## config.mk

```make
export PLATFORM = sky130hd
export DESIGN_NAME = dec_round_key_store_flat
export DESIGN_NICKNAME = d
export VERILOG_FILES = /design/src/rtl/aes_dec_pkg.sv /design/src/rtl/dec_round_key_store_if.sv /design/src/rtl/dec_key_slot_bank.sv /design/src/rtl/dec_round_key_store.sv /design/src/flat_wrapper.sv
export SDC_FILE = /design/constraint.sdc
export NUM_CORES = 2
export LEC_CHECK = 0
export ABC_AREA = 1
export CORE_ASPECT_RATIO = 0.7
export CORE_UTILIZATION = 30
export DETAILED_ROUTE_END_ITERATION = 10
export HOLD_SLACK_MARGIN = 0.08
export PLACE_DENSITY = 0.47
export SYNTH_ARGS = -nofsm -noshare
export SYNTH_HDL_FRONTEND = slang
export SYNTH_SLANG_ARGS = --single-unit
```

## constraint.sdc

```tcl
create_clock -name clk -period 13.09 [get_ports clk]
set_clock_uncertainty 0.05 [all_clocks]
set_input_delay 2.618 -clock clk [delete_from_list [all_inputs] [get_ports clk]]
set_output_delay 2.618 -clock clk [all_outputs]
set_load 0.05 [all_outputs]
```

## src/rtl/aes_dec_pkg.sv

```systemverilog
// Shared constants, state encoding and index helper for the AES-128
// decryption round-key store.
package aes_dec_pkg;

  localparam int NUM_ROUNDS = 10;
  localparam int KEY_SLOTS  = NUM_ROUNDS + 1;

  localparam logic [1:0] IDLE   = 2'd0;
  localparam logic [1:0] EXPAND = 2'd1;
  localparam logic [1:0] READY  = 2'd2;

  // Decryption round r uses encryption round key K[NUM_ROUNDS - r].
  function automatic logic [3:0] rev_idx(input logic [3:0] r);
    return 4'(NUM_ROUNDS) - r;
  endfunction

endpackage

```

## src/rtl/dec_round_key_store_if.sv

```systemverilog
// Read bus between the decryption round datapath (master) and the
// round-key store (slave).
interface dec_round_key_store_if #(
  parameter int BLOCK_LENGTH = 128
) ();

  logic                    rd_en;
  logic [3:0]              rd_round;
  logic [BLOCK_LENGTH-1:0] rd_key;
  logic                    rd_valid;
  logic                    rd_err;

  modport master (
    output rd_en, rd_round,
    input  rd_key, rd_valid, rd_err
  );

  modport slave (
    input  rd_en, rd_round,
    output rd_key, rd_valid, rd_err
  );

endinterface

```

## src/rtl/dec_key_slot_bank.sv

```systemverilog
// Round-key register file: one synchronous write port, one registered
// synchronous read port. Storage is not reset; only the read register is.
module dec_key_slot_bank #(
  parameter int BLOCK_LENGTH = 128,
  parameter int DEPTH        = 11
) (
  input  logic                    clk,
  input  logic                    rst,
  input  logic                    we,
  input  logic [3:0]              waddr,
  input  logic [BLOCK_LENGTH-1:0] wdata,
  input  logic                    re,
  input  logic [3:0]              raddr,
  output logic [BLOCK_LENGTH-1:0] rdata
);

  logic [BLOCK_LENGTH-1:0] mem [DEPTH];

  // Capture a round key into its slot.
  always_ff @(posedge clk) begin
    if (we) mem[waddr] <= wdata;
  end

  // Registered read; holds its value when no read is issued.
  always_ff @(posedge clk or posedge rst) begin
    if (rst)     rdata <= '0;
    else if (re) rdata <= mem[raddr];
  end

endmodule

```

## src/rtl/dec_round_key_store.sv

```systemverilog
// Sequences the AES-128 key generator through rounds 0..10, captures
// K0..K10 into a slot bank and serves them in reverse round order.
module dec_round_key_store
  import aes_dec_pkg::*;
#(
  parameter int BLOCK_LENGTH = 128,
  parameter int NUM_ROUNDS   = aes_dec_pkg::NUM_ROUNDS
) (
  input  logic                    clk,
  input  logic                    rst,
  input  logic                    load_req,
  input  logic [BLOCK_LENGTH-1:0] cipher_key,
  output logic                    kg_en,
  output logic [3:0]              kg_round,
  output logic [BLOCK_LENGTH-1:0] kg_key,
  input  logic [BLOCK_LENGTH-1:0] kg_current_key,
  output logic                    key_ready,
  output logic                    busy,
  dec_round_key_store_if.slave    rd
);

  localparam logic [3:0] LAST = 4'(NUM_ROUNDS);

  logic [1:0] state;
  logic [3:0] issue_cnt;
  logic       issue_done;
  logic       cap_valid;
  logic [3:0] cap_ptr;
  logic       bank_we;
  logic       rd_accept;
  logic       rd_bad;

  assign key_ready = (state == READY);
  assign busy      = (state == EXPAND);
  assign kg_en     = busy && !issue_done;
  assign kg_round  = issue_cnt;

  // The generator output lags its request by one cycle, so captures use
  // the delayed pointer; a restart in the same cycle discards the capture.
  assign bank_we   = busy && cap_valid && !load_req;
  assign rd_accept = key_ready && rd.rd_en && (rd.rd_round <= LAST);
  assign rd_bad    = key_ready && rd.rd_en && (rd.rd_round > LAST);

  // Expansion sequencing: issue counter, delayed capture pointer, FSM.
  always_ff @(posedge clk or posedge rst) begin
    if (rst) begin
      state      <= IDLE;
      issue_cnt  <= '0;
      issue_done <= 1'b0;
      cap_valid  <= 1'b0;
      cap_ptr    <= '0;
      kg_key     <= '0;
    end else if (load_req) begin
      // Same start action from IDLE, READY, or as a restart mid-EXPAND.
      state      <= EXPAND;
      kg_key     <= cipher_key;
      issue_cnt  <= '0;
      issue_done <= 1'b0;
      cap_valid  <= 1'b0;
      cap_ptr    <= '0;
    end else if (state == EXPAND) begin
      cap_valid <= kg_en;
      cap_ptr   <= issue_cnt;
      if (!issue_done) begin
        if (issue_cnt == LAST) issue_done <= 1'b1;
        else                   issue_cnt  <= issue_cnt + 4'd1;
      end
      if (cap_valid && (cap_ptr == LAST)) state <= READY;
    end else if (state != READY) begin
      state <= IDLE;
    end
  end

  // Read response strobes, one cycle after the sampled request.
  always_ff @(posedge clk or posedge rst) begin
    if (rst) begin
      rd.rd_valid <= 1'b0;
      rd.rd_err   <= 1'b0;
    end else begin
      rd.rd_valid <= rd_accept;
      rd.rd_err   <= rd_bad;
    end
  end

  dec_key_slot_bank #(
    .BLOCK_LENGTH (BLOCK_LENGTH),
    .DEPTH        (NUM_ROUNDS + 1)
  ) u_bank (
    .clk   (clk),
    .rst   (rst),
    .we    (bank_we),
    .waddr (cap_ptr),
    .wdata (kg_current_key),
    .re    (rd_accept),
    .raddr (rev_idx(rd.rd_round)),
    .rdata (rd.rd_key)
  );

endmodule

```

## src/flat_wrapper.sv

```systemverilog
// flat-port wrapper written by rule: the top's interface ports become plain ports
module dec_round_key_store_flat import aes_dec_pkg::*;
#(
  parameter int BLOCK_LENGTH = 128,
  parameter int NUM_ROUNDS   = aes_dec_pkg::NUM_ROUNDS
)
  (clk, rst, load_req, cipher_key, kg_en, kg_round, kg_key, kg_current_key, key_ready, busy, rd_rd_en, rd_rd_round, rd_rd_key, rd_rd_valid, rd_rd_err);
  dec_round_key_store_if #(.BLOCK_LENGTH(BLOCK_LENGTH)) rd_i ();
  input  logic clk;
  input  logic rst;
  input  logic load_req;
  input  logic [BLOCK_LENGTH-1:0] cipher_key;
  output logic kg_en;
  output logic [3:0] kg_round;
  output logic [BLOCK_LENGTH-1:0] kg_key;
  input  logic [BLOCK_LENGTH-1:0] kg_current_key;
  output logic key_ready;
  output logic busy;
  input wire logic [$bits(rd_i.rd_en)-1:0] rd_rd_en;
  input wire logic [$bits(rd_i.rd_round)-1:0] rd_rd_round;
  output wire logic [$bits(rd_i.rd_key)-1:0] rd_rd_key;
  output wire logic [$bits(rd_i.rd_valid)-1:0] rd_rd_valid;
  output wire logic [$bits(rd_i.rd_err)-1:0] rd_rd_err;
  assign rd_i.rd_en = rd_rd_en;
  assign rd_i.rd_round = rd_rd_round;
  assign rd_rd_key = rd_i.rd_key;
  assign rd_rd_valid = rd_i.rd_valid;
  assign rd_rd_err = rd_i.rd_err;
  dec_round_key_store #(.BLOCK_LENGTH(BLOCK_LENGTH), .NUM_ROUNDS(NUM_ROUNDS)) u_core (.clk(clk), .rst(rst), .load_req(load_req), .cipher_key(cipher_key), .kg_en(kg_en), .kg_round(kg_round), .kg_key(kg_key), .kg_current_key(kg_current_key), .key_ready(key_ready), .busy(busy), .rd(rd_i));
endmodule
```

==> results.cfg <==
[global_routing]
grt_usage = 0.180
antenna_found_initial = 38
gr-total-overflow = 0
grt_pass1_vias = 43300
grt_pass1_wl_mm = 308
grt_max_degree = 234

[clock_tree]
clk_latency_ns = 0.82
clkTransAtPathRegs_ns = 0.06
numCtsBuffers = 183
htreeDepth = 4
postCtsSetupRepairBufs = 0
clockBufferDepth = 4
clock-sinks = 1678
ctsRootBufferMaster = clkbuf_16
hold_buffers = 0
tritoncts = built
post_cts_resized = 0

[pwr]
seqPwrFrac = 0.486
p_int_mw = 9.19
leakagePower_nw = 33.9
power_density_mw_per_mm2 = 148
p_sw_mw = 3.11
sw_frac_of_total = 0.253
ir_drop_v = 0.000101
clockPowerShare = 0.410
combPwrFrac = 0.103

[yosys]
ys_top_cells_by_area = edfxtp_1 (61%), nand2_1 (11%), dfrtp_1 (9.8%)
synth.distinct_cells = 26
syn-instance-count = 6459
ys_top_cells_by_count = nand2_1 (2065), edfxtp_1 (1408), nand3_1 (906)
yosys_register_bits = 1678
synth_nets = 6727
yosys.area.top_type = edfxtp_1
synth.most_common_cell = nand2_1
async_flop_share = 0.161
ys.warnings.count = 0
synth_area_mm2 = 0.0692
syn_avg_cell_area_um2 = 10.7
seq_area_frac_synth = 0.708
synth-edff-count = 1408
yosysTopAreaCellShare = 0.611
synth_top_flop_cell = edfxtp_1

[die]
start_util = 0.302
die_h_um = 404
dieArea_mm2 = 0.233
io_pins = 529
rows = 147
die_width_um = 576
core_mm2 = 0.229

[run_status]
status = finished clean

[sta]
timing.slew.headroom = 0.221
setup_viol = 0
final_max_slew_viol_count = 0
setup_ws_ns = 6.61
rsz0062_at_grt = no
fin_setup_tns_ns = 0
fin_crit_sh = 0.495
fmax_mhz = 154
timing.final.crit_period_ns = 6.48
worstMarginPinSlew_ns = 1.17
hold_violations = 0

[placement]
io_buffers = 528
gp_congestion = 0.813
dp_slack_ns = 5.86
hpwl_mm = 112
placed_cell_area_mm2 = 0.0773

[critical_path]
start_kind = input port
worstPathRequired_ns = 13.76
path_class = input port to register
cp_max_fo = 148
cp.arrival_ns = 7.16
endpoint_kind = register

[hold_path]
hold_class = register to register

[cells_and_area]
final_area_mm2 = 0.0831
drive_above_1_share = 0.0568
fillers = 22600
fin_nets = 7166
area_growth_pct = 20.0

[route]
vias_per_cell = 4.54
drcViolationCount = 0
route.vias.total = 45900
ant_nets = 0
first_pass_iters = 5
wire_per_inst_um = 21.1
drt-total-wl_mm = 213
first_iter_violations = 3719

[run]
cap_viol_max_count = 0
[cell usage in the layout (no fill, tap or decap), types with 2 or more instances in the layout]
cell / instances
nand2_1: 2063
edfxtp_1: 1408
nand3_1: 906
inv_1: 782
clkdlybuf4s50_1: 526
nor2_1: 392
dfrtp_1: 270
clkbuf_16: 184
a21oi_1: 129
or2_2: 67
or2_1: 61
clkbuf_1: 57
buf_4: 57
clkinv_1: 28
clkinv_2: 17
clkbuf_8: 16
diode_2: 11
nor2_4: 11
bufinv_16: 11
buf_12: 10
o21ai_0: 6
inv_6: 5
o22ai_1: 5
clkinvlp_4: 4
inv_8: 3
ha_1: 3
clkinv_4: 3
nand2_4: 2
clkinv_16: 2
[worst max-delay path, cell delays in order]
cell and delay, ns:
buf_8 0.35, buf_4 0.78, buf_4 0.82, buf_12 0.56
buf_4 0.85, nand2_1 0.12, nand3_1 0.13, nand2_1 0.07
nor2_1 0.08, nor2_1 0.05, a21oi_1 0.17
[state kept, by name, summed over array words and instances (netlist names)]
| signal | cells |
|---|---|
| u_core.u_bank.mem | 1408 |
| u_core.kg_key | 128 |
| u_core.u_bank.rdata | 128 |
| u_core.cap_ptr | 4 |
| u_core.kg_round | 4 |
| u_core.state | 2 |
| u_core.cap_valid | 1 |
| u_core.issue_done | 1 |
| u_core.rd.rd_err | 1 |
| u_core.rd.rd_valid | 1 |
[power groups by stage]
stage | clock, mW | sequential (mW) | combinational [mW]
2_1_floorplan | 0 | 6.33 | 0.508
3_3_place_gp | 0 | 6.09 | 1.28
3_5_place_dp | 0 | 6.09 | 1.29
4_1_cts | 5.20 | 5.98 | 1.29
5_1_grt | 5.39 | 5.99 | 1.38
6_report | 5.05 | 5.98 | 1.27
[final timing paths]
path	endpoint	slack [ns]	startpoint	cells after the start
setup / recovery	u_core.u_bank.rdata[45]	6.61	rd_rd_round[0]	11
hold / removal	u_core.kg_key[9]	0.42	u_core.kg_key[9]	2
setup reg to reg	u_core.u_bank.rdata[95]	9.07	u_core.state[0]	6
hold reg to reg	u_core.kg_key[9]	0.42	u_core.kg_key[9]	2
max in group asynchronous	u_core.u_bank.rdata[122]	8.89	rst	4
min in group asynchronous	u_core.u_bank.rdata[28]	2.28	rst	2
[metal layers]
metal  track usage  wire length [um]
met1         0.266            102000
met5             0               145
met2         0.269             94700
met4        0.0472              4670
met3        0.0320             12400
[logic make-up after synthesis]
group                      count (synthesis)  synth area share
and+or+nand+nor                         3508             0.211
DFF                                     1678             0.708
buffers and inverters                   1128            0.0694
AOI/OAI and AO/OA                        140            0.0102
adders and majority gates                  4          0.000723
xor gates and xnor gates                   1          0.000127
[stage by stage]
stage          total power, mW  hold slack (ns)  utilization  instances
4_1_cts                   12.5            0.422        0.362      10100
3_3_place_gp              7.37            0.405        0.337       9767
2_1_floorplan             6.84            0.411            -       6459
3_5_place_dp              7.38            0.407        0.337       9767
5_1_grt                   12.8            0.438        0.362      10100
6_report                  12.3            0.417        0.362      10100
[layout make-up]
class,count,area (um2),area share
Clock buffer,257,5040,0.0607
Inverter,788,3000,0.0361
Clock inverter,70,694,0.00836
Multi-Input combinational cell,3653,15600,0.187
Sequential cell,1678,49000,0.590
Antenna cell,11,27.5,0.000331
Tap cell,3054,3820,0.0460
Timing Repair Buffer,594,5910,0.0711
Note: power is estimated with default switching activity, not from simulation.
